$ cat src/rtl/multiword_add_sequencer.sv
// Word-serial multi-precision add/subtract: one shared N-bit ripple adder is
// walked across WORDS slices, with the inter-slice carry held in a register.

module n_bit_adder #(
  parameter int n = 8
) (
  input  logic [n-1:0] a,
  input  logic [n-1:0] b,
  input  logic         cin,
  output logic [n-1:0] sum,
  output logic         cout
);
  logic [n:0] c;

  assign c[0] = cin;

  for (genvar i = 0; i < n; i++) begin : g_fa
    assign sum[i]  = a[i] ^ b[i] ^ c[i];
    assign c[i+1]  = (a[i] & b[i]) | (a[i] & c[i]) | (b[i] & c[i]);
  end

  assign cout = c[n];
endmodule

// Handshakes: a transfer happens on a rising edge where valid && ready are both
// high. in_ready/out_valid come from registered state only; once out_valid
// rises, sum/cout/ovf stay stable until the edge that completes the transfer.
module multiword_add_sequencer #(
  parameter int N     = 8,
  parameter int WORDS = 4,
  localparam int W    = N * WORDS,
  localparam int IW   = (WORDS > 1) ? $clog2(WORDS) : 1
) (
  input  logic         clk,
  input  logic         rst_n,
  input  logic         in_valid,
  output logic         in_ready,
  input  logic [W-1:0] a,
  input  logic [W-1:0] b,
  input  logic         sub,
  output logic         out_valid,
  input  logic         out_ready,
  output logic [W-1:0] sum,
  output logic         cout,
  output logic         ovf,
  output logic         busy,
  output logic [1:0]   dbg_state
);

  typedef enum logic [1:0] {
    IDLE = 2'd0,
    RUN  = 2'd1,
    DONE = 2'd2
  } state_t;

  state_t         state_q, state_d;
  logic [W-1:0]   a_reg, b_reg;
  logic [W-1:0]   sum_r;
  logic           carry_r;
  logic [IW-1:0]  idx_q;
  logic           cout_r, ovf_r;
  logic [N-1:0]   slice_sum;
  logic           slice_cout;
  logic           last_slice;
  logic           accept;

  assign accept     = (state_q == IDLE) && in_valid;
  assign last_slice = (idx_q == IW'(WORDS - 1));

  n_bit_adder #(.n(N)) u_adder (
    .a    (a_reg[idx_q*N +: N]),
    .b    (b_reg[idx_q*N +: N]),
    .cin  (carry_r),
    .sum  (slice_sum),
    .cout (slice_cout)
  );

  always_ff @(posedge clk or negedge rst_n) begin
    if (!rst_n) state_q <= IDLE;
    else        state_q <= state_d;
  end

  always_comb begin
    state_d = state_q;
    case (state_q)
      IDLE:    if (in_valid)   state_d = RUN;
      RUN:     if (last_slice) state_d = DONE;
      DONE:    if (out_ready)  state_d = IDLE;
      default:                 state_d = IDLE;
    endcase
  end

  // Subtraction is A + ~B + 1: B is inverted at capture and the +1 enters as
  // the initial carry.
  always_ff @(posedge clk or negedge rst_n) begin
    if (!rst_n) begin
      a_reg   <= '0;
      b_reg   <= '0;
      sum_r   <= '0;
      carry_r <= 1'b0;
      idx_q   <= '0;
      cout_r  <= 1'b0;
      ovf_r   <= 1'b0;
    end else if (accept) begin
      a_reg   <= a;
      b_reg   <= sub ? ~b : b;
      carry_r <= sub;
      idx_q   <= '0;
    end else if (state_q == RUN) begin
      sum_r[idx_q*N +: N] <= slice_sum;
      carry_r             <= slice_cout;
      if (last_slice) begin
        idx_q  <= '0;
        cout_r <= slice_cout;
        ovf_r  <= (a_reg[W-1] == b_reg[W-1]) && (slice_sum[N-1] != a_reg[W-1]);
      end else begin
        idx_q  <= idx_q + IW'(1);
      end
    end
  end

  assign in_ready  = (state_q == IDLE);
  assign busy      = (state_q != IDLE);
  assign out_valid = (state_q == DONE);
  assign sum       = sum_r;
  assign cout      = cout_r;
  assign ovf       = ovf_r;
  assign dbg_state = state_q;

endmodule

$ cat config.mk
export PLATFORM = sky130hd
export DESIGN_NAME = multiword_add_sequencer
export DESIGN_NICKNAME = d
export VERILOG_FILES = /design/src/rtl/multiword_add_sequencer.sv
export SDC_FILE = /design/constraint.sdc
export NUM_CORES = 1
export LEC_CHECK = 0
export ABC_AREA = 1
export CAP_MARGIN = 20
export CORE_UTILIZATION = 35
export CTS_CLUSTER_DIAMETER = 40
export DETAILED_ROUTE_END_ITERATION = 8
export DONT_BUFFER_PORTS = 1
export GPL_TIMING_DRIVEN = 0
export HOLD_SLACK_MARGIN = 0.02
export PLACE_DENSITY = 0.5
export SYNTH_ARGS = -nofsm -noshare
export SYNTH_HDL_FRONTEND = slang
export SYNTH_SLANG_ARGS = --single-unit
$ cat constraint.sdc
create_clock -name clk -period 4.62 [get_ports clk]
set_clock_uncertainty 0.15 [all_clocks]
set_input_delay 0.924 -clock clk [delete_from_list [all_inputs] [get_ports clk]]
set_output_delay 0.924 -clock clk [all_outputs]
set_load 0.1 [all_outputs]
Word level (Yosys, flattened, before mapping):

Cells that the tools add are included.
Widths: inputs -> output; s select.

* $add $sub $neg: 2
* equal/unequal tests: 8
* shift-type cells: 4
* mux-type cells: 11
* bitwise gates (word level): 58
* reduce and logical (&&, ||, !) cells: 8

Operator list (number)
* $shiftx 32x6->8: 2
* $neg 5->34: 1
* $shift 8x34->32 const A: 1
* $shiftx 8x34->32: 1
* $bwmux 32: 1
* $mux 32: 1
* $not 32->32: 1
* $and 1x1->1: 24
* $or 1x1->1: 16
* $xor 1x1->1: 16
* $mux 2: 6
* $pmux 2 s3: 1
* $reduce_and 3->1: 2
* $eq 2x2->1 const B: 2
* $ne 2x2->1 const B: 2
* $reduce_bool 2->1: 2
* $add 2x1->2 const B: 1
* $eq 2x1->1 const B: 1
* $logic_and 1x1->1: 2
* $logic_not 2->1: 1
* $mux 1: 2
* $ne 2x1->1 const B: 1
* $reduce_and 2->1: 1
* $eq 1x1->1: 1
* 2 further kinds: 2

* register bits after elaboration: 103
* bits of input ports: 69
* output and inout bits: 39
* logic and storage cells: 99

Logic depth before layout (Yosys ltp):

* depth in word-level cells: 27
* depth in mapped cells: 21
* gate-level depth less buffers: 19

By module:

From an unflattened synthesis, not the netlist that was laid out.

* cells, all modules: 623
* area, all modules: 5207.5 um2

Modules (own cells, without submodules)
* multiword_add_sequencer: times used 1, cells an instance 605, area each 5009.8 um2, sequential area each 2577.5 um2
* n_bit_adder: times used 1, cells an instance 18, area each 197.7 um2, sequential area each 0.0 um2

Worst setup path after synthesis:

Ideal clock, no wire load.

* path type: register to register
* start: register idx_q[0]
* end: register sum_r[23] (netlist: sum[23])
* setup time: 0.120 ns
* arrival: 4.303 ns
* required time: 4.350 ns
* setup slack: 0.048 ns
* cell stages (with the launch flop): 20
* buffers on the path: 2
* clock period less this slack: 4.572 ns
* cells stage by stage: dfrtp_1 > buf_2 > inv_2 > clkbuf_1 > o211ai_1 > nand2_1 > fa_1 > inv_1 > fa_1 > fa_1 > fa_1 > fa_1 > fa_1 > fa_1 > inv_1 > fa_1 > nand2_1 > inv_1 > nand3_1 > nand2_1

* cells in the longest elaborated chain, start to end: 25
* elaborated cells between the ends (all ways): 57
* those cells by class: 1 x add/sub; 4 x shift; 1 x mux; 51 x bitwise

RTL lines
* start: declaration: line 60 `logic [IW-1:0] idx_q;`
* start signal: assignment: line 117 `idx_q <= idx_q + IW'(1);`
* $shiftx 32x6->8, on equally long branches: line 71, 72
* $and 1x1->1: line 19 `assign c[i+1] = (a[i] & b[i]) | (a[i] & c[i]) | (b[i] & c[i]);`
* $or 1x1->1 (2 in a row): line 19
* $and 1x1->1: line 19
* $or 1x1->1 (2 in a row): line 19
* $and 1x1->1: line 19
* $or 1x1->1 (2 in a row): line 19
* $and 1x1->1: line 19
* [... 3 more ...]
* $or 1x1->1 (2 in a row): line 19
* $and 1x1->1: line 19
* $or 1x1->1 (2 in a row): line 19
* $and 1x1->1: line 19
* $or 1x1->1 (2 in a row): line 19
* $xor 1x1->1: line 18 `assign sum[i] = a[i] ^ b[i] ^ c[i];`
* $shiftx 8x34->32: line 110 `sum_r[idx_q*N +: N] <= slice_sum;`
* $bwmux 32 *: line 110
* end signal: indexed assignment: line 110
* end: declaration: line 58 `logic [W-1:0] sum_r;`

Every way passes the cells marked *; elsewhere a longest branch is shown, timed or not.
A chain may end at the register's enable or synchronous reset.

Final worst setup path:

Ends and elaborated chain as after synthesis.

==> flow_summary.yaml <==
clocking:
  cts_inserted_buffers: 9
  clkSinkCount: 103
  clk_pin_slew_ns: 0.07
  cts_buffer_depth: 2
  cts_tree: "yes"
  hold_buffers: 0
  h-tree-depth: 3
  worst_skew_pair.late_latency_ns: 0.35
  clockRootBuffer: "clkbuf_16"
placed_design:
  gp_congestion: 0.809
  post_dp_cell_area_sq_mm: 0.00550
  io_buffers: 0
  dpl.hpwl_microns: 10200
critical_path:
  crit_start: "idx_q[0]"
  cp_max_fo: 10
  start_kind: "flop"
  crit_top_cell: "fa_2"
  cp_slowest_cell: "fa_2"
  arrival_ns: 4.49
  crit_chain: "buf_6 > inv_6 > clkbuf_16 > o211ai_1 > nand2_1 > fa_1 > inv_1 > fa_2 > fa_2 > fa_2 > fa_2 > fa_2 > fa_2 > inv_2 > fa_2 > nand2_2 > inv_1 > nand3_1 > nand2_1"
  path_delay_family: "adder cells"
  worstPathRequired_ns: 4.70
  criticalPathCategory: "flop to flop"
  rrSetupSlack_ns: 0.21
  cp-end-kind: "flop"
  crit_path_max_incr_delay_ns: 0.49
  r2r_start: "idx_q[0]"
  path_buf_inv: 6
synth:
  yosysWarnings: 0
  avgSynthCellArea_sq_um: 7.96
  seq_area_frac_synth: 0.489
  syn-num-nets: 745
  ys_async_sr_fraction: 1.00
  synth_edf_count: 0
  yosys.cell_types.count: 25
  ys.flop_type: "dfrtp_1"
  syn_area_sq_mm: 0.00527
  ys_seq_elements: 103
  synthCells: 662
cells_and_area:
  utilization: 0.407
  layout_common_cells: "nand2_1 (348), dfrtp_1 (103), nand3_1 (48)"
  antenna_cells: 0
  final_cell_area_sq_mm: 0.00594
  fillCellCount: 1502
  final_common_cell: "nand2_1"
  syn2layout_area_growth_pct: 12.7
  final_net_count: 760
  drive_gt1_frac: 0.104
sta:
  finalCritPeriodShare: 0.954
  finalSetupTns_ns: 0
  drv_slew: 0
  worst_slew_margin_rel: 0.263
  hold-worst-slack_ns: 0.119
  worstMarginPinSlew_ns: 1.11
  fmax_mhz: 227
  final_hold_viol_count: 0
  fin_crit_ns: 4.41
  setup_viol: 0
routing:
  drtIter0Drc: 262
  antenna_left: 0
  drt-total-wl_microns: 13600
  drc_errors: 0
  wl_per_cell_microns: 15.7
  first_pass_iters: 4
  vias_per_cell: 4.76
  dr_total_vias: 4120
min_path:
  hp-class: "primary input to asynchronous set/reset pin"
die:
  initial_utilization: 0.361
  fp.dieH_microns: 125
  die_area_sq_mm: 0.0156
  num_rows: 44
  die_width_microns: 125
  core_sq_mm: 0.0146
  ios: 108
global_route:
  grt_max_degree: 104
  globalRouteOverflowTotal: 0
  grt_pass1_wl_microns: 21800
  antenna_found_initial: 0
  grt_pass1_vias: 4083
  gr-usage-all-layers: 0.182
outcome:
  status: "completed"
job:
  max_cap_viol_count: 0
==> per-layer routing <==
metal	wire length [microns]	global-route usage	share of wire	up-vias
li1	-	-	-	2073
met5	0	0	0	-
met1	5980	0.229	0.44	1922
met3	831	0.0481	0.061	15
met2	6560	0.304	0.48	110
met4	189	0.0560	0.014	0
==> final cells by class <==
cell class,instances,area (sq um),area share
Sequential cell,103,2580,0.434
Multi-Input combinational cell,503,2410,0.406
Buffer,33,292,0.0491
Clock buffer,11,243,0.0409
Tap cell,184,230,0.0388
Inverter,23,98.8,0.0166
Clock inverter,5,56.3,0.00948
Timing Repair Buffer,4,30.0,0.00506
==> worst reg2reg max path, cell delays in order (launching register included) <==
cell and delay (ns):
dfrtp_1 0.39, buf_6 0.14, inv_6 0.09, clkbuf_16 0.16, o211ai_1 0.09, nand2_1 0.12, fa_1 0.17, inv_1 0.05
fa_2 0.34, fa_2 0.35, fa_2 0.35, fa_2 0.35, fa_2 0.36, fa_2 0.36, inv_2 0.06, fa_2 0.49
nand2_2 0.10, inv_1 0.05, nand3_1 0.08, nand2_1 0.05
==> final timing paths <==
| check | to | cells past startpoint |
|---|---|---|
| min reg2reg | a_reg[15] | 2 |
| max in group asynchronous | b_reg[6] | 0 |
| max | sum[23] | 19 |
| min | sum[0] | 0 |
| max reg2reg | sum[23] | 19 |
| min in group clk | a_reg[15] | 2 |
==> synth_stat cells (8+ instances only) <==
| cell type | number | area [sq um] |
|---|---|---|
| buf_6 | 8 | 90.1 |
| buf_2 | 14 | 70.1 |
| dfrtp_1 | 103 | 2580 |
| nor2_1 | 25 | 93.8 |
| nand2_1 | 349 | 1310 |
| xor2_1 | 32 | 280 |
| fa_1 | 8 | 160 |
| inv_1 | 18 | 67.6 |
| o21ai_0 | 13 | 65.1 |
| nand3_1 | 49 | 245 |
==> per-stage QoR <==
stage          instances  setup WS, ns
2_1_floorplan        662        0.0477
3_3_place_gp         846        -0.413
3_5_place_dp         846        -0.523
4_1_cts              864        0.0295
5_1_grt              866     -0.000196
6_report             866         0.210
==> timing repair <==
item,4_1_cts,5_1_grt
endpoints found under the hold margin,0,0
buffers inserted,2,2
gates resized for setup,27,11
pin swaps,2,5
endpoints found under the setup margin,11,5
==> cells by family after synthesis <==
group	Yosys count	synth area share
flops	103	0.489
compound gates	20	0.0223
simple gates	437	0.332
fa+ha+maj	14	0.0446
buf+inv	56	0.0586
xor+xnor	32	0.0532
Power is not shown: default switching activity piles up to over one toggle a cycle in this logic, so the estimate is an artifact.
==> variant (config.mk and constraints unchanged) <==
The parameter `WORDS` goes from 4 to 8.
--- a/src/rtl/multiword_add_sequencer.sv
+++ b/src/rtl/multiword_add_sequencer.sv
@@ -27,7 +27,7 @@
 // rises, sum/cout/ovf stay stable until the edge that completes the transfer.
 module multiword_add_sequencer #(
   parameter int N     = 8,
-  parameter int WORDS = 4,
+  parameter int WORDS = 8,
   localparam int W    = N * WORDS,
   localparam int IW   = (WORDS > 1) ? $clog2(WORDS) : 1
 ) (
Interface: changed (resized a, b and sum); port bits go from 108 to 204. The function was not compared with the original's and may differ.
==> variant against the unedited design <==
Synthesized area grew 91%; sequential cell count up 97; setup slack got worse by 0.32 ns; core utilization increased by 0.75 points; routed wire length rose by 140%; non-clock buffer count increased by 54; worst hold slack better by 0.023 ns; the flow now finishes with violations (setup timing); critical endpoint unchanged; cell area up 96%; final cell count rose by 89%.
Power is not shown: default switching activity piles up to over one toggle a cycle in this logic, so the estimate is an artifact.
==> variant: results (changes against the unedited design) <==
Placement
The routability-driven placement congestion ratio came to 0.825 (+2.0%). The post-place instance area was 0.0105 mm2 (+91%). The HPWL after detailed placement is 23,200 um (+130%).

Routing
The total number of vias was 8,026 (+95%). The number of optimization iterations in the first detailed-route pass is 5 (+1).

Synth
The number of distinct standard cells referenced by the synthesized netlist is 35 (+40%). The post-synthesis net count came to 1,348 (+81%). The post-synthesis xor/xnor area fraction is 5.58% (+0.26 points). Ranked by instance count, the synthesized netlist is headed by 411 x sky130_fd_sc_hd__nand2_1, 200 x sky130_fd_sc_hd__dfrtp_1, 150 x sky130_fd_sc_hd__nor2_1, 105 x sky130_fd_sc_hd__o21ai_0, 64 x sky130_fd_sc_hd__xnor2_1. The fraction of the mapped netlist area in adder cells is 2.09% (-2.4 points). The sequential area share after synthesis is 49.8% (+0.94 points). After synthesis, the cell types taking the most area are sky130_fd_sc_hd__dfrtp_1 50%, sky130_fd_sc_hd__nand2_1 15%, sky130_fd_sc_hd__nor2_1 5.6%. The complex-gate fraction of the synthesized area is 9.61% (+7.4 points).

STA
The final count of negative-setup-slack endpoints is 6 (+6). The final total negative setup slack was -0.526 ns (-0.526 ns). The final worst slack was -0.106 ns (-0.316 ns).

Outcome
The run finished, with violations left. The final reports fail on setup timing.

Clock tree
The insertion delay of the later-clocked pin in the worst-skew pair came to 0.45 ns (+0.10 ns). The number of levels the H-tree was split into is 4 (+1).

Final layout
The total of fill cells in the finished design came to 2,937 (+96%). The post-route non-filler standard cell count is 1,634 (+89%).

Worst setup path
The largest fanout of any net on the critical path is 7 (-3). The arrival time of data at the critical path endpoint is 4.92 ns (+0.43 ns).

Global routing
The maximum number of pins on one net before global-route repair is 87 (-16%).
## variant: cell count changes in the layout (fill, tap and decap cells not counted), sizes merged, moves of 15 or more
| cell | before | now |
|---|---|---|
| dfrtp | 103 | 200 |
| xor2 | 32 | 0 |
| xnor2 | 0 | 64 |
| o21ai | 13 | 171 |
| buf | 32 | 76 |
| inv | 22 | 43 |
| clkbuf | 16 | 31 |
| nor2 | 29 | 157 |
| nand2 | 350 | 429 |
## variant: layer usage
metal	up-vias	GRT usage, %	share of wire [%]
met3	44	6.47	7.0
met1	3844	29.4	44
met2	245	36.7	47
met4	0	7.30	2.2
li1	3893	-	-
met5	-	0	0
## variant: worst paths after layout
kind / start / end
worst min-delay path: rst_n / sum[27]
worst max-delay path: idx_q[0] / sum[23]
min in group clk: a_reg[14] / a_reg[14]
worst max register to register: idx_q[0] / sum[23]
max in group asynchronous: rst_n / b_reg[57]
worst min register to register: a_reg[14] / a_reg[14]
## variant: through the flow
stage | hold WS, ns | worst slack (ns)
floorplan | 0.287 | 0.00223
global placement | 0.299 | -0.868
detailed placement | 0.304 | -0.912
CTS | 0.143 | -0.0593
global route | 0.141 | -0.237
finish | 0.141 | -0.106
## variant: cell type report
| class | instances | area (um2) | area share [%] |
|---|---|---|---|
| Clock inverter | 13 | 161 | 1.39 |
| Sequential cell | 200 | 5000 | 43.1 |
| Buffer | 69 | 618 | 5.32 |
| Inverter | 38 | 160 | 1.38 |
| Clock buffer | 18 | 429 | 3.70 |
| Timing Repair Buffer | 22 | 265 | 2.28 |
| Multi-Input combinational cell | 896 | 4500 | 38.8 |
| Tap cell | 378 | 473 | 4.07 |
## variant: what timing repair did
action	CTS	global route
setup buffers	10	4
endpoints found under the hold margin	86	0
resized for setup	74	14
pin swaps	8	11
hold buffers	6	0
gates cloned	1	0
setup endpoints to repair	27	15
